===== src/rtl/pdm_sample_feeder.sv =====
// PCM-to-PDM feeder: small input FIFO, linear interpolation between consecutive samples at PDM rate,
// offset-binary output. Define PDM_FEED_VOLUME_EN to add gain_in scaling (adds one cycle of latency).
module pdm_sample_feeder #(
    parameter int WIDTH      = 16,
    parameter int DIV_LOG2   = 6,
    parameter int FIFO_DEPTH = 4
) (
    input  logic                            clk_in,
    input  logic                            rst_n_in,
    input  logic [WIDTH-1:0]                sample_in,
    input  logic                            sample_valid_in,
    output logic                            sample_ready_out,
    output logic [WIDTH-1:0]                data_out,
    output logic                            tick_out,
    output logic                            underrun_out,
    input  logic                            underrun_clr_in,
`ifdef PDM_FEED_VOLUME_EN
    input  logic [7:0]                      gain_in,
`endif
    output logic [$clog2(FIFO_DEPTH+1)-1:0] fifo_level_out
);

    localparam int LW = $clog2(FIFO_DEPTH + 1);
    localparam int AW = $clog2(FIFO_DEPTH);
    localparam int PW = WIDTH + 1 + DIV_LOG2;
    localparam logic [LW-1:0]       DEPTH_L   = LW'(FIFO_DEPTH);
    localparam logic [DIV_LOG2-1:0] PHASE_MAX = {DIV_LOG2{1'b1}};
    localparam logic [WIDTH-1:0]    SILENCE   = {1'b1, {(WIDTH-1){1'b0}}};

    typedef enum logic [1:0] {IDLE, RUN, STARVED} state_t;

    state_t                     state_reg, state_next;
    logic [DIV_LOG2-1:0]        phase_reg, phase_next;
    logic signed [WIDTH-1:0]    prev_reg, prev_next;
    logic signed [WIDTH-1:0]    target_reg, target_next;
    logic [LW-1:0]              level_reg, level_next;
    logic [AW-1:0]              wr_ptr_reg, rd_ptr_reg;
    logic                       underrun_reg;
    logic [WIDTH-1:0]           data_reg;
    logic [WIDTH-1:0]           mem [FIFO_DEPTH];

    logic                       push, pop, tick, set_underrun;
    logic signed [WIDTH-1:0]    head;
    logic signed [WIDTH-1:0]    interp;
    logic signed [PW-1:0]       prev_ext, target_ext, phase_ext, delta, prod, step, interp_full;
    logic                       unused_bits;

    assign sample_ready_out = (level_reg < DEPTH_L);
    assign push             = sample_valid_in && sample_ready_out;
    assign head             = mem[rd_ptr_reg];
    assign tick             = (phase_reg == PHASE_MAX);
    assign tick_out         = tick;
    assign underrun_out     = underrun_reg;
    assign fifo_level_out   = level_reg;
    assign data_out         = data_reg;

    // FIFO storage carries no reset; pointers and level define validity.
    always_ff @(posedge clk_in) begin
        if (push) begin
            mem[wr_ptr_reg] <= sample_in;
        end
    end

    always_comb begin
        level_next = level_reg;
        case ({push, pop})
            2'b10:   level_next = level_reg + LW'(1);
            2'b01:   level_next = level_reg - LW'(1);
            default: level_next = level_reg;
        endcase
    end

    always_comb begin
        state_next   = state_reg;
        prev_next    = prev_reg;
        target_next  = target_reg;
        pop          = 1'b0;
        set_underrun = 1'b0;
        case (state_reg)
            IDLE: begin
                if (level_reg != '0) begin
                    pop         = 1'b1;
                    target_next = head;
                    prev_next   = '0;
                    state_next  = RUN;
                end
            end
            RUN: begin
                if (tick) begin
                    prev_next = target_reg;
                    if (level_reg != '0) begin
                        pop         = 1'b1;
                        target_next = head;
                    end else begin
                        state_next   = STARVED;
                        set_underrun = 1'b1;
                    end
                end
            end
            STARVED: begin
                if (tick && level_reg != '0) begin
                    prev_next   = target_reg;
                    pop         = 1'b1;
                    target_next = head;
                    state_next  = RUN;
                end
            end
            default: state_next = IDLE;
        endcase
    end

    assign phase_next = (state_reg == IDLE) ? '0 : phase_reg + DIV_LOG2'(1);

    // Widened so the full-scale delta times phase cannot overflow; >>> floors negative steps.
    always_comb begin
        prev_ext    = {{(PW-WIDTH){prev_reg[WIDTH-1]}}, prev_reg};
        target_ext  = {{(PW-WIDTH){target_reg[WIDTH-1]}}, target_reg};
        phase_ext   = {{(PW-DIV_LOG2){1'b0}}, phase_reg};
        delta       = target_ext - prev_ext;
        prod        = delta * phase_ext;
        step        = prod >>> DIV_LOG2;
        interp_full = prev_ext + step;
        interp      = interp_full[WIDTH-1:0];
    end

    always_ff @(posedge clk_in or negedge rst_n_in) begin
        if (!rst_n_in) begin
            state_reg    <= IDLE;
            phase_reg    <= '0;
            prev_reg     <= '0;
            target_reg   <= '0;
            level_reg    <= '0;
            wr_ptr_reg   <= '0;
            rd_ptr_reg   <= '0;
            underrun_reg <= 1'b0;
        end else begin
            state_reg  <= state_next;
            phase_reg  <= phase_next;
            prev_reg   <= prev_next;
            target_reg <= target_next;
            level_reg  <= level_next;
            if (push) begin
                wr_ptr_reg <= wr_ptr_reg + AW'(1);
            end
            if (pop) begin
                rd_ptr_reg <= rd_ptr_reg + AW'(1);
            end
            if (set_underrun) begin
                underrun_reg <= 1'b1;
            end else if (underrun_clr_in) begin
                underrun_reg <= 1'b0;
            end
        end
    end

`ifdef PDM_FEED_VOLUME_EN
    logic signed [WIDTH+8:0] vol_prod, vol_shift;
    logic signed [WIDTH-1:0] scaled, scaled_reg;

    always_comb begin
        vol_prod  = {{9{interp[WIDTH-1]}}, interp} * {{(WIDTH+1){1'b0}}, gain_in};
        vol_shift = vol_prod >>> 8;
        scaled    = vol_shift[WIDTH-1:0];
    end

    always_ff @(posedge clk_in or negedge rst_n_in) begin
        if (!rst_n_in) begin
            scaled_reg <= '0;
            data_reg   <= SILENCE;
        end else begin
            scaled_reg <= scaled;
            data_reg   <= {~scaled_reg[WIDTH-1], scaled_reg[WIDTH-2:0]};
        end
    end

    assign unused_bits = ^{interp_full[PW-1:WIDTH], vol_shift[WIDTH+8:WIDTH]};
`else
    always_ff @(posedge clk_in or negedge rst_n_in) begin
        if (!rst_n_in) begin
            data_reg <= SILENCE;
        end else begin
            data_reg <= {~interp[WIDTH-1], interp[WIDTH-2:0]};
        end
    end

    assign unused_bits = ^interp_full[PW-1:WIDTH];
`endif

endmodule


===== config.mk =====
export PLATFORM = sky130hd
export DESIGN_NAME = pdm_sample_feeder
export DESIGN_NICKNAME = d
export VERILOG_FILES = /design/src/rtl/pdm_sample_feeder.sv
export SDC_FILE = /design/constraint.sdc
export NUM_CORES = 1
export LEC_CHECK = 0
export BUFFER_PORTS_ARGS = -buffer_cell sky130_fd_sc_hd__clkbuf_2
export CORE_MARGIN = 1
export CORE_UTILIZATION = 45
export DETAILED_ROUTE_END_ITERATION = 16
export MAX_ROUTING_LAYER = met4
export PLACE_DENSITY = 0.62
export SETUP_SLACK_MARGIN = 0.05
export SYNTH_ARGS = -nofsm -noshare
export SYNTH_HDL_FRONTEND = slang
export SYNTH_SLANG_ARGS = --single-unit

===== constraint.sdc =====
create_clock -name clk_in -period 7.1 [get_ports clk_in]
set_input_delay 1.065 -clock clk_in [delete_from_list [all_inputs] [get_ports clk_in]]
set_output_delay 1.065 -clock clk_in [all_outputs]
set_load 0.005 [all_outputs]

==> results of run 1 <==
[worst max-delay path by stage]
stage,to,startpoint,cells after the start
after detailed placement,data_out[15]$_DFF_PN1_,prev_reg[1]$_DFFE_PN0P_,31
after global routing,data_out[13]$_DFF_PN0_,prev_reg[1]$_DFFE_PN0P_,33
after CTS,data_out[14]$_DFF_PN0_,target_reg[1]$_DFFE_PN0P_,29
after floorplan,data_out[14]$_DFF_PN0_,prev_reg[1]$_DFFE_PN0P_,28
after global placement,data_out[14]$_DFF_PN0_,prev_reg[1]$_DFFE_PN0P_,29
final,data_out[15]$_DFF_PN1_,target_reg[1]$_DFFE_PN0P_,30
[metrics by stage]
step	std cells	area, um^2
after global placement	1274	10800
after floorplan	893	9680
final	1339	12300
after global routing	1339	12300
after detailed placement	1274	10800
after CTS	1321	11700
[logic make-up (layout without fill, tap and decap cells)]
logic type	after synthesis	in the layout	share of synthesized area
xor gates and xnor gates	47	47	0.0463
adders and majority gates	153	153	0.250
muxes	33	33	0.0569
AOI/OAI and AO/OA	141	141	0.0981
and+or+nand+nor	244	244	0.127
buffers and inverters	147	318	0.0576
DFF	128	128	0.364
[worst register-to-register path, delay by kind of cell, from the launching register on]
family,cells,cell delay [ns]
adders and majority gates,7,2.79
AOI/OAI and AO/OA,10,1.75
and+or+nand+nor,4,0.77
buffers and inverters,6,0.76
xor gates and xnor gates,3,0.43
DFF,1,0.41
[synth_stat cells, types with 5 or more instances]
master	number
buf_2	5
inv_1	125
a21o_1	10
ha_1	85
dfrtp_1	63
edfxtp_1	64
o21a_1	9
o21ai_1	9
xor2_1	12
nand2_1	62
or3_1	9
mux2_2	6
clkbuf_1	14
and2_1	47
a21oi_1	30
xnor2_1	32
nor2_1	46
mux4_2	16
a211oi_1	9
nand3_1	14
o21bai_1	5
o21ai_0	30
mux2_1	10
and3_1	6
fa_1	68
nand2b_1	8
a31oi_1	5
nor2b_1	9
nor3_1	28
[metal layers]
| metal | vias to the layer above | global-route usage | share of wire |
|---|---|---|---|
| met5 | - | - | 0 |
| met4 | 0 | 0.0773 | 0.024 |
| met3 | 33 | 0.0282 | 0.026 |
| met2 | 126 | 0.346 | 0.50 |
| met1 | 3363 | 0.266 | 0.45 |
| li1 | 3378 | - | - |
[what timing repair did]
action,4_1_cts,5_1_grt
hold buffers,0,0
pin swaps,33,79
cloned,0,0
resized for setup,33,89
setup buffers,15,18
endpoints found under the setup margin,5,9
[area by class of cell]
cell class              count  area, um^2
well taps                 275         344
clock inverters            14         180
clock buffers              18         429
fillers                  1749        8810
multi-input cells         618        6200
flip-flops and latches    128        3520
inverters                 127         479
repair buffers            159        1120
==> flow_metrics.tcl, run 1 <==
set metrics [dict create \
    grt_max_degree 65 \
    path_delay_family "adder cells" \
    drc 0 \
    synthTopCellsByArea "edfxtp_1, dfrtp_1, fa_1" \
    clock_latency_ns 0.42 \
    cts_tree "done" \
    syn-cell-area_um2 9680 \
    ys_warn_count 0 \
    top_register "mem" \
    viasPerCell 5.15 \
    gp_congestion 0.852 \
    final_cell_mix "inv_1, buf_4, ha_1, fa_1, edfxtp_1" \
    final.setup.tns_ns 0 \
    synth_top_area_share 0.199 \
    min_period_over_period 0.978 \
    grt_pass1_wl_um 34600 \
    drt_first_pass_iters 4 \
    reg2reg_from "target_reg[1]$_DFFE_PN0P_" \
    cp_max_fo 5 \
    max-cap-violations 0 \
    clock_path_buffers 2 \
    ys_async_sr_fraction 0.500 \
    fin_nets 1224 \
    finClkSkew_ns 0.0124 \
    synth_edf_count 64 \
    initialDrtViolationCount 259 \
    holdPathEnd "underrun_out$_DFFE_PN0P_" \
    crit_path_top_delay_cell "fa_1" \
    post-route-util 0.582 \
    hold_path_depth 1 \
    grt_pass1_vias 6868 \
    synth_nets 1066 \
    finalHoldViolCount 0 \
    cts_htree_levels 4 \
    hp-class "flip-flop to flip-flop" \
    crit_required_ns 7.44 \
    wl_um 21300 \
    synth_top_area_cell "edfxtp_1" \
    cp_data_arrival_time_ns 7.29 \
    grtUsageTotal 0.211 \
    ys_ff_latch 128 \
    io_pins 42 \
    die_w_um 149 \
    final_common_cell "inv_1" \
    synth_cells 893 \
    drv_slew 0 \
    crit_type "flip-flop to flip-flop" \
    status "completed" \
    post-dp-hpwl_um 15900 \
    detail-route-antenna-nets 0 \
    initial_core_util 0.459 \
    die-area_um2 22100 \
    slowest_delay_ns 0.54 \
    setup_viol 0 \
    slew_headroom 0.264 \
    cts_buffers 17 \
    finalCriticalPeriod_ns 6.94 \
    critPathBufInv 6 \
    num_vias 6900 \
    drive_gt1_frac 0.298 \
    port_buffers 41 \
    worstRegToRegCells 30 \
    end_kind "flip-flop" \
    numClockSinks 128 \
    diodes 0 \
    critical_path.most_common_cell "buf_4" \
    die_y_um 149 \
    ys_seq_area_frac 0.364 \
    path_clk_slew_ns 0.07 \
    worst_pin_slew_ns 1.10 \
    antenna_found_initial 0 \
    rows 53 \
    grt_remaining_overflow 0 \
    synth_cell_type_count 67 \
    worst_slack_ns 0.157 \
    reg2reg_setup_slack_ns 0.16 \
    ys.flop_type "edfxtp_1" \
    place_ws_ns -0.128 \
    largest_reg_flops 64 \
    r2r_end "data_out[15]$_DFF_PN1_" \
    avgSynthCellArea_um2 10.8 \
    area_growth_pct 26.9 \
    worstHoldStart "underrun_out$_DFFE_PN0P_" \
    hold_ws_ns 0.521 \
    start_kind "flip-flop" \
    cts-root-buf "clkbuf_16" \
    fmaxAchievable_mhz 144 \
    coreArea_um2 21100 \
    wire_per_inst_um 15.9 \
    rsz0062_at_grt "yes" \
]
Power of run 1 is not shown: default switching activity piles up to over one toggle a cycle in this logic, so the estimate is an artifact.
==> run 2: changes to the inputs <==
--- a/config.mk
+++ b/config.mk
@@ -5,6 +5,7 @@
 export SDC_FILE = /design/constraint.sdc
 export NUM_CORES = 1
 export LEC_CHECK = 0
+export ABC_AREA = 1
 export BUFFER_PORTS_ARGS = -buffer_cell sky130_fd_sc_hd__clkbuf_2
 export CORE_MARGIN = 1
 export CORE_UTILIZATION = 45
==> flow_metrics.tcl, run 2 <==
set metrics [dict create \
    post-dp-hpwl_um 17300 \
    synth_cell_type_count 48 \
    finClkSkew_ns 0.0116 \
    status "completed" \
    initial_core_util 0.465 \
    muxShareOfSynthArea 0.0182 \
    fin_total_pwr_uw 1970 \
    viasPerCell 5.18 \
    die_y_um 150 \
    cp_max_fo 6 \
    crit_path_top_delay_cell "fa_1" \
    slew_headroom 0.190 \
    crit_type "flip-flop to flip-flop" \
    synth-xor-area-share 0.0415 \
    drive_gt1_frac 0.155 \
    antenna_found_initial 0 \
    min_period_over_period 0.953 \
    finalCriticalPeriod_ns 6.76 \
    gp_congestion 0.960 \
    use_met2 0.358 \
    io_pins 42 \
    num_vias 7542 \
    max-cap-violations 0 \
    clock_path_buffers 2 \
    initialDrtViolationCount 425 \
    top_usage_layer "met2" \
    power_density_nw_per_um2 172 \
    diodes 0 \
    ir_worst_vdd_uv 250 \
    avgSynthCellArea_um2 9.02 \
    met3_usage 0.0391 \
    largest_reg_flops 64 \
    synth_edf_count 64 \
    grt_max_degree 65 \
    synth_compound_area_frac 0.0979 \
    wl_um 22600 \
    hp-class "flip-flop to flip-flop" \
    cts_buffers 17 \
    slowest_delay_ns 0.59 \
    syn-cell-area_um2 9890 \
    rsz0062_at_grt "yes" \
    synth_fa_ha_area_frac 0.245 \
    ys_async_sr_fraction 0.500 \
    crit_required_ns 7.45 \
    detail-route-antenna-nets 0 \
    worstRegToRegCells 31 \
    numClockSinks 128 \
    grtUsageTotal 0.221 \
    final.setup.tns_ns 0 \
    cts_htree_levels 4 \
    final_cells 1456 \
    finalHoldViolCount 0 \
    critical_path.most_common_cell "inv_1" \
    synth_top_family_by_area "adder cells" \
    final_cell_mix "inv_1, nor2_1, nand2_1, ha_1, fa_1" \
    reg2reg_from "prev_reg[8]$_DFFE_PN0P_" \
    drt_first_pass_iters 7 \
    reg2reg_setup_slack_ns 0.34 \
    use_met1 0.283 \
    grt_remaining_overflow 0 \
    setup_viol 0 \
    fmaxAchievable_mhz 148 \
    die-area_um2 22600 \
    grt_pass1_vias 7364 \
    cp_data_arrival_time_ns 7.11 \
    power.leakage_uw 0.00548 \
    final_common_cell "inv_1" \
    ys.flop_type "edfxtp_1" \
    ys_ff_latch 128 \
    worst_pin_slew_ns 1.21 \
    rows 53 \
    top_register "mem" \
    endpoint "data_out[15]$_DFF_PN1_" \
    postCtsHoldBufs 0 \
    cts-root-buf "clkbuf_16" \
    drv_slew 0 \
    synth_cells 1097 \
    cts_tree "done" \
    synth_top_area_cell "edfxtp_1" \
    critPathLaunch "prev_reg[8]$_DFFE_PN0P_" \
    r2r_end "data_out[15]$_DFF_PN1_" \
    synthTopCellsByArea "edfxtp_1, dfrtp_1, fa_1" \
    ys_warn_count 0 \
    ys_seq_area_frac 0.356 \
    synth_top_area_share 0.194 \
    grt_pass1_wl_um 36900 \
    die_w_um 150 \
    synth_nets 1270 \
    coreArea_um2 21300 \
    synthMostInstantiatedCell "inv_1" \
    place_inst 1416 \
    area_growth_pct 15.8 \
    synth_simple_gate_area_frac 0.160 \
    drc 0 \
    fin_nets 1341 \
    synth_common_cells "inv_1, nor2_1, nand2_1" \
    path_clk_slew_ns 0.06 \
    start_kind "flip-flop" \
    port_buffers 41 \
    end_kind "flip-flop" \
    wire_per_inst_um 15.5 \
    clock_latency_ns 0.42 \
]
[run 2: cell types whose count changed after synthesis, sizes merged, moves of 29 or more]
cell,before,now
and2,47,0
inv,125,183
nand2,62,149
nand3,15,57
nor2,46,151
o21ai,40,69
[run 2: kinds of logic after synthesis]
kind of cell               count (synthesis)
buffers and inverters                    207
xor gates and xnor gates                  46
AOI/OAI and AO/OA                        167
DFF                                      128
muxes                                     14
adders and majority gates                153
and+or+nand+nor                          382
[run 2: critical path: cells and delay by family (launching register included)]
family                   cells  cell delay (ns)
XOR/XNOR                     2             0.44
AO/OA/AOI/OAI                8             1.54
adder cells (fa/ha/maj)      7             3.18
flip-flops                   1             0.40
AND/OR/NAND/NOR              9             0.85
buffers and inverters        5             0.30
[run 2: how the worst min path moves through the flow]
stage | startpoint | to | slack, ns | cells past startpoint
3_3_place_gp | underrun_out$_DFFE_PN0P_ | underrun_out$_DFFE_PN0P_ | 0.52 | 2
5_1_grt | underrun_out$_DFFE_PN0P_ | underrun_out$_DFFE_PN0P_ | 0.55 | 2
6_report | underrun_out$_DFFE_PN0P_ | underrun_out$_DFFE_PN0P_ | 0.53 | 2
3_5_place_dp | underrun_out$_DFFE_PN0P_ | underrun_out$_DFFE_PN0P_ | 0.53 | 2
2_1_floorplan | target_reg[0]$_DFFE_PN0P_ | prev_reg[0]$_DFFE_PN0P_ | 0.48 | 2
4_1_cts | underrun_out$_DFFE_PN0P_ | underrun_out$_DFFE_PN0P_ | 0.54 | 2
[run 2: report_power, final]
| group | leakage, uW | internal, uW | switching [uW] |
|---|---|---|---|
| Clock | 0.000316 | 600 | 357 |
| Combinational | 0.00380 | 43.4 | 97.7 |
| Sequential | 0.00137 | 852 | 23.4 |
[run 2: routing by layer]
metal,wire [um],part of all wire
met5,0,0
met4,354,0.016
met3,836,0.037
met2,11000,0.49
met1,10400,0.46
[run 2: what timing repair did]
item | CTS | global route
buffers inserted | 0 | 8
pin swaps | 0 | 10
setup endpoints to repair | 1 | 9
resized for setup | 1 | 48
[run 2: cell type report]
| cell class | instances | area (um^2) |
|---|---|---|
| clock inverters | 15 | 216 |
| clock buffers | 17 | 425 |
| multi-input cells | 762 | 5790 |
| well taps | 275 | 344 |
| repair buffers | 75 | 460 |
| fillers | 1936 | 9830 |
| inverters | 184 | 691 |
| flip-flops and latches | 128 | 3520 |
[run 2: metrics by stage]
| step | area, um^2 | setup slack, ns | hold WS, ns | util |
|---|---|---|---|---|
| final | 11500 | 0.336 | 0.527 | 0.538 |
| after floorplan | 9890 | 0.843 | 0.480 | - |
| after global routing | 11500 | 0.00859 | 0.551 | 0.538 |
| after global placement | 10500 | 0.0756 | 0.518 | 0.495 |
| after CTS | 11200 | 0.0828 | 0.536 | 0.526 |
| after detailed placement | 10500 | 0.0420 | 0.527 | 0.495 |
Note: power is estimated with default switching activity, not from simulation.
==> run 3: changes to the inputs <==
--- a/config.mk
+++ b/config.mk
@@ -8,10 +8,10 @@
 export ABC_AREA = 1
 export BUFFER_PORTS_ARGS = -buffer_cell sky130_fd_sc_hd__clkbuf_2
 export CORE_MARGIN = 1
-export CORE_UTILIZATION = 45
+export CORE_UTILIZATION = 50
 export DETAILED_ROUTE_END_ITERATION = 16
 export MAX_ROUTING_LAYER = met4
-export PLACE_DENSITY = 0.62
+export PLACE_DENSITY = 0.67
 export SETUP_SLACK_MARGIN = 0.05
 export SYNTH_ARGS = -nofsm -noshare
 export SYNTH_HDL_FRONTEND = slang
==> flow_metrics.tcl, run 3 (same netlist as run 2, synthesis figures left out) <==
set metrics [dict create \
    setup_viol 0 \
    rows 51 \
    worst_slack_ns 0.313 \
    hp-class "flip-flop to flip-flop" \
    coreArea_um2 19400 \
    crit_required_ns 7.45 \
    ir_worst_vdd_uv 196 \
    p_switching_uw 462 \
    numClockSinks 128 \
    status "completed" \
    viasPerCell 5.24 \
    drt_first_pass_iters 5 \
    power_density_nw_per_um2 165 \
    finalCriticalPeriod_ns 6.79 \
    critPathLaunch "prev_reg[8]$_DFFE_PN0P_" \
    worst_pin_slew_ns 1.14 \
    reg2reg_from "prev_reg[8]$_DFFE_PN0P_" \
    place_ws_ns 0.0664 \
    diodes 0 \
    start_kind "flip-flop" \
    fin_nets 1330 \
    grt_max_degree 65 \
    drive_gt1_frac 0.154 \
    path_delay_family "adder cells" \
    cp_data_arrival_time_ns 7.14 \
    p_clk_frac 0.458 \
    min_period_over_period 0.956 \
    path_clk_slew_ns 0.06 \
    endpoint "data_out[15]$_DFF_PN1_" \
    cts_htree_levels 4 \
    fmaxAchievable_mhz 147 \
    swShare 0.245 \
    slowest_delay_ns 0.60 \
    fillers 1736 \
    post-route-util 0.587 \
    num_vias 7514 \
    initial_core_util 0.510 \
    placed_cell_area_um2 10500 \
    cp_max_fo 6 \
    reg2reg_setup_slack_ns 0.31 \
    cts-root-buf "clkbuf_16" \
    final_cell_mix "inv_1, nor2_1, nand2_1, ha_1, fa_1" \
    drc 0 \
    initialDrtViolationCount 351 \
    crit_cells 29 \
    grt_pass1_wl_um 36200 \
    clock_path_buffers 2 \
    crit_path_top_delay_cell "fa_1" \
    area_growth_pct 15.1 \
    die_w_um 143 \
    finalHoldViolCount 0 \
    post-dp-hpwl_um 17100 \
    detail-route-antenna-nets 0 \
    top_register "mem" \
    worstRegToRegCells 29 \
    grt_pass1_vias 7395 \
    finClkSkew_ns 0.00473 \
    slew_headroom 0.237 \
    critPathBufInv 6 \
    max-cap-violations 0 \
    final_common_cell "inv_1" \
    final_area_um2 11400 \
    port_buffers 41 \
    comb_power_share 0.076 \
    die_y_um 143 \
    clock_latency_ns 0.41 \
    critical_path.most_common_cell "a21oi_1" \
    end_kind "flip-flop" \
    antenna_found_initial 0 \
    multiInputGateArea_um2 5880 \
    power.leakage_uw 0.00541 \
    grtUsageTotal 0.241 \
    power_frac_seq 0.466 \
    io_pins 42 \
    largest_reg_flops 64 \
    wl_um 22500 \
    r2r_end "data_out[15]$_DFF_PN1_" \
    seqCellArea_um2 3520 \
    die-area_um2 20400 \
    gp_congestion 0.982 \
    grt_remaining_overflow 0 \
    cts_buffers 17 \
    crit_type "flip-flop to flip-flop" \
    cts_tree "done" \
    wire_per_inst_um 15.7 \
    drv_slew 0 \
    internal_power_uw 1420 \
]
## run 3: cell types whose count changed in the layout (fill, tap and decap cells not counted), sizes merged
cell | before | now
buf | 35 | 24
clkinv | 2 | 7
inv | 193 | 188
bufinv | 4 | 2
clkbuf | 57 | 58
clkinvlp | 0 | 1
## run 3: tightest hold or removal path: cells and delay by family (launching register included)
family | cells | cell delay, ns
flip-flops | 1 | 0.34
AND/OR/NAND/NOR | 1 | 0.07
AO/OA/AOI/OAI | 1 | 0.06
## run 3: what timing repair did
| action | 4_1_cts | 5_1_grt |
|---|---|---|
| buffers inserted | 1 | 6 |
| hold buffers | 0 | 0 |
| pin swaps | 1 | 14 |
| gates resized for setup | 1 | 62 |
| endpoints found under the setup margin | 1 | 11 |
## run 3: metrics by stage
stage / cells / hold slack (ns) / setup TNS (ns) / total power, uW
finish: 1435 / 0.510 / 0 / 1880
global route: 1435 / 0.559 / -0.00254 / 1950
CTS: 1429 / 0.519 / 0 / 1900
detailed placement: 1396 / 0.501 / 0 / 1040
global placement: 1396 / 0.489 / 0 / 1030
floorplan: 1097 / 0.480 / 0 / 971
## run 3: layout make-up
class,instances,area share
multi-input cells,762,0.516
well taps,265,0.0291
repair buffers,64,0.0332
flip-flops and latches,128,0.309
inverters,184,0.0606
clock buffers,18,0.0377
clock inverters,14,0.0138
## run 3: power by group through the flow
| stage | registers (uW) | clock network, uW | logic (uW) |
|---|---|---|---|
| floorplan | 886 | 0 | 85.1 |
| global placement | 889 | 0 | 141 |
| global route | 883 | 905 | 164 |
| finish | 877 | 861 | 143 |
| detailed placement | 891 | 0 | 146 |
| CTS | 877 | 875 | 147 |
## run 3: routing by layer
metal	vias up	wire length [um]	GRT usage
met5	-	0	-
met4	0	590	0.0877
met3	41	907	0.0379
met2	194	11000	0.402
met1	3602	10000	0.296
li1	3677	-	-
## run 3: worst min path at each step
stage,to,cells after the start,from
after floorplan,prev_reg[0]$_DFFE_PN0P_,2,target_reg[0]$_DFFE_PN0P_
after detailed placement,prev_reg[0]$_DFFE_PN0P_,2,target_reg[0]$_DFFE_PN0P_
final,prev_reg[0]$_DFFE_PN0P_,2,target_reg[0]$_DFFE_PN0P_
after global placement,prev_reg[0]$_DFFE_PN0P_,2,target_reg[0]$_DFFE_PN0P_
after CTS,prev_reg[0]$_DFFE_PN0P_,2,target_reg[0]$_DFFE_PN0P_
after global routing,prev_reg[0]$_DFFE_PN0P_,2,target_reg[0]$_DFFE_PN0P_
